$ cat config.mk
export PLATFORM = sky130hd
export DESIGN_NAME = ldm_seq_ctrl_flat
export DESIGN_NICKNAME = d
export VERILOG_FILES = /design/src/rtl/ldm_seq_ctrl_if.sv /design/src/rtl/ldm_seq_ctrl.sv /design/src/flat_wrapper.sv
export SDC_FILE = /design/constraint.sdc
export NUM_CORES = 1
export LEC_CHECK = 0
export BUFFER_PORTS_ARGS = -buffer_cell sky130_fd_sc_hd__buf_4
export CAP_MARGIN = 20
export CORE_MARGIN = 4
export CORE_UTILIZATION = 25
export CTS_CLUSTER_DIAMETER = 100
export DETAILED_ROUTE_END_ITERATION = 6
export GPL_TIMING_DRIVEN = 1
export PLACE_DENSITY = 0.49
export SYNTH_ARGS = -nofsm -noshare
export SYNTH_HDL_FRONTEND = slang
export SYNTH_SLANG_ARGS = --single-unit
$ cat constraint.sdc
create_clock -name i_clk -period 2.9 [get_ports i_clk]
set_input_delay 0.435 -clock i_clk [delete_from_list [all_inputs] [get_ports i_clk]]
set_output_delay 0.435 -clock i_clk [all_outputs]
set_load 0.03 [all_outputs]
$ cat src/rtl/ldm_seq_ctrl_if.sv
// ldm_seq_ctrl_if: decode/execute-side signals of the block-transfer sequencer
interface ldm_seq_ctrl_if;
  logic        i_is_ldm;
  logic        i_ldm_p;
  logic        i_ldm_u;
  logic        i_ldm_l;
  logic [15:0] i_ldm_reglist;
  logic        i_flush;
  logic        i_uop_rdy;
  logic        o_stall;
  logic        o_uop_vld;
  logic [3:0]  o_uop_reg;
  logic        o_uop_l;
  logic [7:0]  o_uop_offset;
  logic        o_uop_last;
  logic [7:0]  o_wb_delta;
  logic        o_done;
  modport master (
    output i_is_ldm, i_ldm_p, i_ldm_u, i_ldm_l, i_ldm_reglist, i_flush, i_uop_rdy,
    input  o_stall, o_uop_vld, o_uop_reg, o_uop_l, o_uop_offset, o_uop_last, o_wb_delta, o_done
  );
  modport slave (
    input  i_is_ldm, i_ldm_p, i_ldm_u, i_ldm_l, i_ldm_reglist, i_flush, i_uop_rdy,
    output o_stall, o_uop_vld, o_uop_reg, o_uop_l, o_uop_offset, o_uop_last, o_wb_delta, o_done
  );
endinterface

$ cat src/rtl/ldm_seq_ctrl.sv
// ldm_seq_ctrl: expands one LDM/STM into ascending single-register micro-ops
module ldm_seq_ctrl #(
  parameter int WORD_BYTES = 4
) (
  input  logic          i_clk,
  input  logic          i_rst_n,
  ldm_seq_ctrl_if.slave bus
);
  typedef enum logic {IDLE, ISSUE} state_e;
  localparam logic [7:0] STEP = 8'(WORD_BYTES);
  state_e      state_q, state_d;
  logic [15:0] mask_q, mask_d;
  logic        l_q, l_d, done_q, done_d, last;
  logic [7:0]  off_q, off_d, wb_q, wb_d, nb, start;
  logic [4:0]  n;
  logic [3:0]  low;
  always_comb begin
    n = '0;
    for (int k = 0; k < 16; k++) n = n + 5'(bus.i_ldm_reglist[k]);
  end
  assign nb = 8'(n) * STEP;
  // lowest register always sits at the lowest address, so start at the bottom of the block
  assign start = bus.i_ldm_u ? (bus.i_ldm_p ? STEP : 8'd0) : (bus.i_ldm_p ? -nb : STEP - nb);
  always_comb begin
    low = '0;
    for (int k = 15; k >= 0; k--) if (mask_q[k]) low = 4'(k);
  end
  assign last = (state_q == ISSUE) && (mask_q != '0) && ((mask_q & (mask_q - 16'd1)) == '0);
  always_comb begin
    state_d = state_q;
    mask_d  = mask_q;
    l_d     = l_q;
    off_d   = off_q;
    wb_d    = wb_q;
    done_d  = 1'b0;
    if (bus.i_flush) begin
      state_d = IDLE;
      mask_d  = '0;
    end else if (state_q == IDLE && bus.i_is_ldm) begin
      mask_d  = bus.i_ldm_reglist;
      l_d     = bus.i_ldm_l;
      off_d   = start;
      wb_d    = (n == '0) ? 8'd0 : (bus.i_ldm_u ? nb : -nb);
      state_d = (n == '0) ? IDLE : ISSUE;
      done_d  = (n == '0);
    end else if (state_q == ISSUE && bus.i_uop_rdy) begin
      mask_d  = mask_q & (mask_q - 16'd1);
      off_d   = off_q + STEP;
      state_d = last ? IDLE : ISSUE;
      done_d  = last;
    end
  end
  always_ff @(posedge i_clk or negedge i_rst_n) begin
    if (!i_rst_n) begin
      state_q <= IDLE;
      mask_q  <= '0;
      l_q     <= 1'b0;
      off_q   <= '0;
      wb_q    <= '0;
      done_q  <= 1'b0;
    end else begin
      state_q <= state_d;
      mask_q  <= mask_d;
      l_q     <= l_d;
      off_q   <= off_d;
      wb_q    <= wb_d;
      done_q  <= done_d;
    end
  end
  assign bus.o_stall      = (state_q == IDLE) ? (bus.i_is_ldm & i_rst_n) : !(bus.i_uop_rdy & last);
  assign bus.o_uop_vld    = (state_q == ISSUE);
  assign bus.o_uop_reg    = low;
  assign bus.o_uop_l      = l_q;
  assign bus.o_uop_offset = off_q;
  assign bus.o_uop_last   = last;
  assign bus.o_wb_delta   = wb_q;
  assign bus.o_done       = done_q;
endmodule

$ cat src/flat_wrapper.sv
// flat-port wrapper written by rule: the top's interface ports become plain ports
module ldm_seq_ctrl_flat 
#(
  parameter int WORD_BYTES = 4
)
  (i_clk, i_rst_n, bus_i_is_ldm, bus_i_ldm_p, bus_i_ldm_u, bus_i_ldm_l, bus_i_ldm_reglist, bus_i_flush, bus_i_uop_rdy, bus_o_stall, bus_o_uop_vld, bus_o_uop_reg, bus_o_uop_l, bus_o_uop_offset, bus_o_uop_last, bus_o_wb_delta, bus_o_done);
  ldm_seq_ctrl_if bus_i ();
  input  logic i_clk;
  input  logic i_rst_n;
  input wire logic [$bits(bus_i.i_is_ldm)-1:0] bus_i_is_ldm;
  input wire logic [$bits(bus_i.i_ldm_p)-1:0] bus_i_ldm_p;
  input wire logic [$bits(bus_i.i_ldm_u)-1:0] bus_i_ldm_u;
  input wire logic [$bits(bus_i.i_ldm_l)-1:0] bus_i_ldm_l;
  input wire logic [$bits(bus_i.i_ldm_reglist)-1:0] bus_i_ldm_reglist;
  input wire logic [$bits(bus_i.i_flush)-1:0] bus_i_flush;
  input wire logic [$bits(bus_i.i_uop_rdy)-1:0] bus_i_uop_rdy;
  output wire logic [$bits(bus_i.o_stall)-1:0] bus_o_stall;
  output wire logic [$bits(bus_i.o_uop_vld)-1:0] bus_o_uop_vld;
  output wire logic [$bits(bus_i.o_uop_reg)-1:0] bus_o_uop_reg;
  output wire logic [$bits(bus_i.o_uop_l)-1:0] bus_o_uop_l;
  output wire logic [$bits(bus_i.o_uop_offset)-1:0] bus_o_uop_offset;
  output wire logic [$bits(bus_i.o_uop_last)-1:0] bus_o_uop_last;
  output wire logic [$bits(bus_i.o_wb_delta)-1:0] bus_o_wb_delta;
  output wire logic [$bits(bus_i.o_done)-1:0] bus_o_done;
  assign bus_i.i_is_ldm = bus_i_is_ldm;
  assign bus_i.i_ldm_p = bus_i_ldm_p;
  assign bus_i.i_ldm_u = bus_i_ldm_u;
  assign bus_i.i_ldm_l = bus_i_ldm_l;
  assign bus_i.i_ldm_reglist = bus_i_ldm_reglist;
  assign bus_i.i_flush = bus_i_flush;
  assign bus_i.i_uop_rdy = bus_i_uop_rdy;
  assign bus_o_stall = bus_i.o_stall;
  assign bus_o_uop_vld = bus_i.o_uop_vld;
  assign bus_o_uop_reg = bus_i.o_uop_reg;
  assign bus_o_uop_l = bus_i.o_uop_l;
  assign bus_o_uop_offset = bus_i.o_uop_offset;
  assign bus_o_uop_last = bus_i.o_uop_last;
  assign bus_o_wb_delta = bus_i.o_wb_delta;
  assign bus_o_done = bus_i.o_done;
  ldm_seq_ctrl #(.WORD_BYTES(WORD_BYTES)) u_core (.i_clk(i_clk), .i_rst_n(i_rst_n), .bus(bus_i));
endmodule
==> flow_summary.json <==
{
  "outcome": "complete, but fails checks",
  "violations": "setup timing",
  "io_buffer_count": 44,
  "die_h_um": 108,
  "synth.area.top_cells": "dfrtp_1 (31%), fa_1 (8.0%), o21ai_0 (7.6%), nand2_1 (5.1%), inv_1 (4.8%)",
  "grt_pass1_vias": 2498,
  "via_per_inst": 4.75,
  "synth_warnings": 0,
  "dp.cells": 505,
  "netlist_area_mm2": 0.00251,
  "std_cell_rows": 36,
  "start_util_pct": 25.7,
  "syn_area_per_cell_um2": 8.15,
  "power_mw": 3.91,
  "synth_ff_type": "dfrtp_1",
  "fin_crit_sh_pct": 151,
  "grt_max_degree": 33,
  "cts_hold_buffers": 0,
  "via_count": 2496,
  "clockBufferDepth": 2,
  "final_cells": 525,
  "grt_setup_unrepaired": "true",
  "synth.most_common_cell": "o21ai_0",
  "cellPowerDensity_mw_per_mm2": 1070,
  "hold_ws_ns": 0.0917,
  "crit_arrival_ns": 4.56,
  "cp_max_fo": 2,
  "syn2layout_area_growth_pct": 46.4,
  "diodes": 0,
  "p_leak_nw": 1.69,
  "grt_pass1_wl_um": 12400,
  "wire_per_inst_um": 14.2,
  "power.share.combinational_pct": 73.7,
  "fmax_mhz": 229,
  "core_mm2": 0.00977,
  "swShare_pct": 45.7,
  "required_ns": 3.10,
  "ioPinCount": 49,
  "synthCells": 308,
  "grt_usage_pct": 13.2,
  "hold_class": "input port to async pin",
  "drt_iter0_drc": 55,
  "nNetsFinal": 434,
  "end_kind": "flop",
  "seqPwrFrac_pct": 17.6,
  "peakVddDrop_mv": 0.531,
  "htreeDepth": 2,
  "internal-power_mw": 2.12,
  "worst_slack_ns": -1.47,
  "detail-route-antenna-nets": 0,
  "dpl_cell_area_mm2": 0.00328,
  "yosys-top-cells-count": "o21ai_0 (38), nand2_1 (34), inv_1 (32), dfrtp_1 (31), nor2_1 (23)",
  "ys_ff_latch": 31,
  "p_sw_mw": 1.79,
  "gp_congestion": 0.844,
  "synth_edf_count": 0,
  "cp-start-kind": "input port",
  "hold_viol_final": 0,
  "crit_top_cell": "fa_1",
  "drive_gt1_share_pct": 39.3,
  "ys_async_sr_fraction_pct": 100,
  "grt.overflow.total": 0,
  "cts_tree": "built",
  "routed_wl_um": 7460,
  "clkLatencyLatePin_ns": 0.28,
  "antenna_found_initial": 0,
  "hpwl_um": 5660,
  "ys_seq_area_share_pct": 30.9,
  "clkSinkCount": 31,
  "drc_errors": 0,
  "cp_slowest_cell": "fa_2",
  "clock_skew_ns": 0.00618,
  "yosysTopAreaCell": "dfrtp_1",
  "finalCriticalPeriod_ns": 4.37,
  "crit_type": "input port to flop",
  "cts-root-buf": "clkbuf_8",
  "cpPeakStageDelay_ns": 0.57,
  "ys_types": 57,
  "tns_ns": -18.17,
  "cp_cell_sequence": "buf_6, ha_4, inv_2, fa_1, fa_1, fa_1, fa_1, fa_2, fa_2, ha_4, nand2_4, nor2_4, ha_4, nor2b_4, a21oi_2, o31ai_1",
  "die_area_mm2": 0.0117,
  "cts_buffers": 5,
  "yosys.area.top_type_share_pct": 30.9,
  "clk_pin_slew_ns": 0.07,
  "finalInstanceArea_mm2": 0.00367,
  "fillers": 1004,
  "firstDrtPassIters": 4,
  "cap_violations": 0,
  "p_clk_share_pct": 8.7,
  "die_w_um": 108,
  "setup_viol": 15,
  "slew_viol_final": 0
}
-- what timing repair did --
action | in CTS | in global routing
pin swaps | 10 | 11
endpoints found under the hold margin | 0 | 0
buffers inserted | 8 | 5
gates resized for setup | 27 | 24
setup endpoints to repair | 16 | 16
-- kinds of logic after synthesis --
family | Yosys count | synth area share [%]
muxes | 5 | 2.09
other | 1 | 0.149
and+or+nand+nor | 104 | 20.8
AOI/OAI and AO/OA | 86 | 21.1
buffers and inverters | 53 | 9.22
xor gates and xnor gates | 7 | 2.44
DFF | 31 | 30.9
adders and majority gates | 21 | 13.3
-- per-layer routing --
metal / GRT usage, % / share of wire [%] / wire length, um / vias up
met1: 18.1 / 45 / 3390 / 1199
met4: 4.42 / 1.9 / 145 / 0
met2: 21.0 / 48 / 3600 / 51
met5: 0 / 0 / 0 / -
li1: - / - / - / 1235
met3: 2.39 / 4.3 / 323 / 11
-- cells in the final DEF, fill, tap and decap left out, types with 5 or more instances in the layout --
cell type / synthesis / routed
a21oi_1: 18 / 13
o21ai_0: 38 / 33
buf_6: 2 / 7
dfrtp_2: 0 / 6
ha_1: 9 / 5
a21oi_2: 0 / 5
o21ai_1: 0 / 5
fa_1: 10 / 8
nand3_1: 6 / 6
dfrtp_1: 31 / 25
nor3_1: 12 / 9
buf_4: 4 / 87
nor2_1: 23 / 20
inv_1: 32 / 30
clkbuf_8: 0 / 5
nand2_1: 34 / 32
-- layout make-up --
| cell class | instances | area, um^2 | area share [%] |
|---|---|---|---|
| clock buffer | 7 | 76.3 | 2.08 |
| clock inverter | 1 | 5.00 | 0.136 |
| tap | 133 | 166 | 4.53 |
| inverter | 32 | 120 | 3.27 |
| sequential | 31 | 783 | 21.3 |
| timing repair buffer | 94 | 732 | 19.9 |
| multi-input combinational | 227 | 1790 | 48.7 |
-- state kept, by name, indices dropped and copies added, names as in the netlist --
| name | flops |
|---|---|
| u_core.bus.o_done | 1 |
| u_core.bus.o_uop_l | 1 |
| u_core.bus.o_uop_offset | 6 |
| u_core.bus.o_uop_vld | 1 |
| u_core.bus.o_wb_delta | 6 |
| u_core.mask_q | 16 |
-- power groups by stage --
stage | clock [mW] | combinational (mW) | sequential (mW)
after detailed placement | 0 | 2.37 | 0.695
after global routing | 0.372 | 3.16 | 0.707
after floorplan | 0 | 1.37 | 0.829
after global placement | 0 | 2.36 | 0.694
after CTS | 0.353 | 2.56 | 0.687
final | 0.340 | 2.88 | 0.688
-- per-stage QoR --
stage                     utilization, %  worst slack (ns)
after CTS                           36.0             -1.46
after global routing                37.6             -1.63
final                               37.6             -1.47
after floorplan                        -             -1.67
after global placement              33.5             -1.84
after detailed placement            33.5             -1.87
-- critical path: cells and delay by family --
family	cells	cell delay, ns
AOI/OAI and AO/OA	2	0.26
and+or+nand+nor	3	0.36
adders and majority gates	9	3.40
buffers and inverters	2	0.13
-- final timing paths --
kind	start	cells after the start	slack [ns]	end
max in group asynchronous	i_rst_n	1	2.46	u_core.mask_q[2]
setup / recovery	bus_i_ldm_reglist[1]	16	-1.47	u_core.bus.o_wb_delta[6]
hold reg to reg	u_core.bus.o_wb_delta[7]	2	0.49	u_core.bus.o_wb_delta[7]
hold / removal	i_rst_n	1	0.09	u_core.bus.o_uop_offset[3]
setup reg to reg	u_core.mask_q[0]	7	0.66	u_core.bus.o_uop_vld
min in group i_clk	bus_i_ldm_l	3	0.34	u_core.bus.o_uop_l
Note: power is estimated with default switching activity, not from simulation.
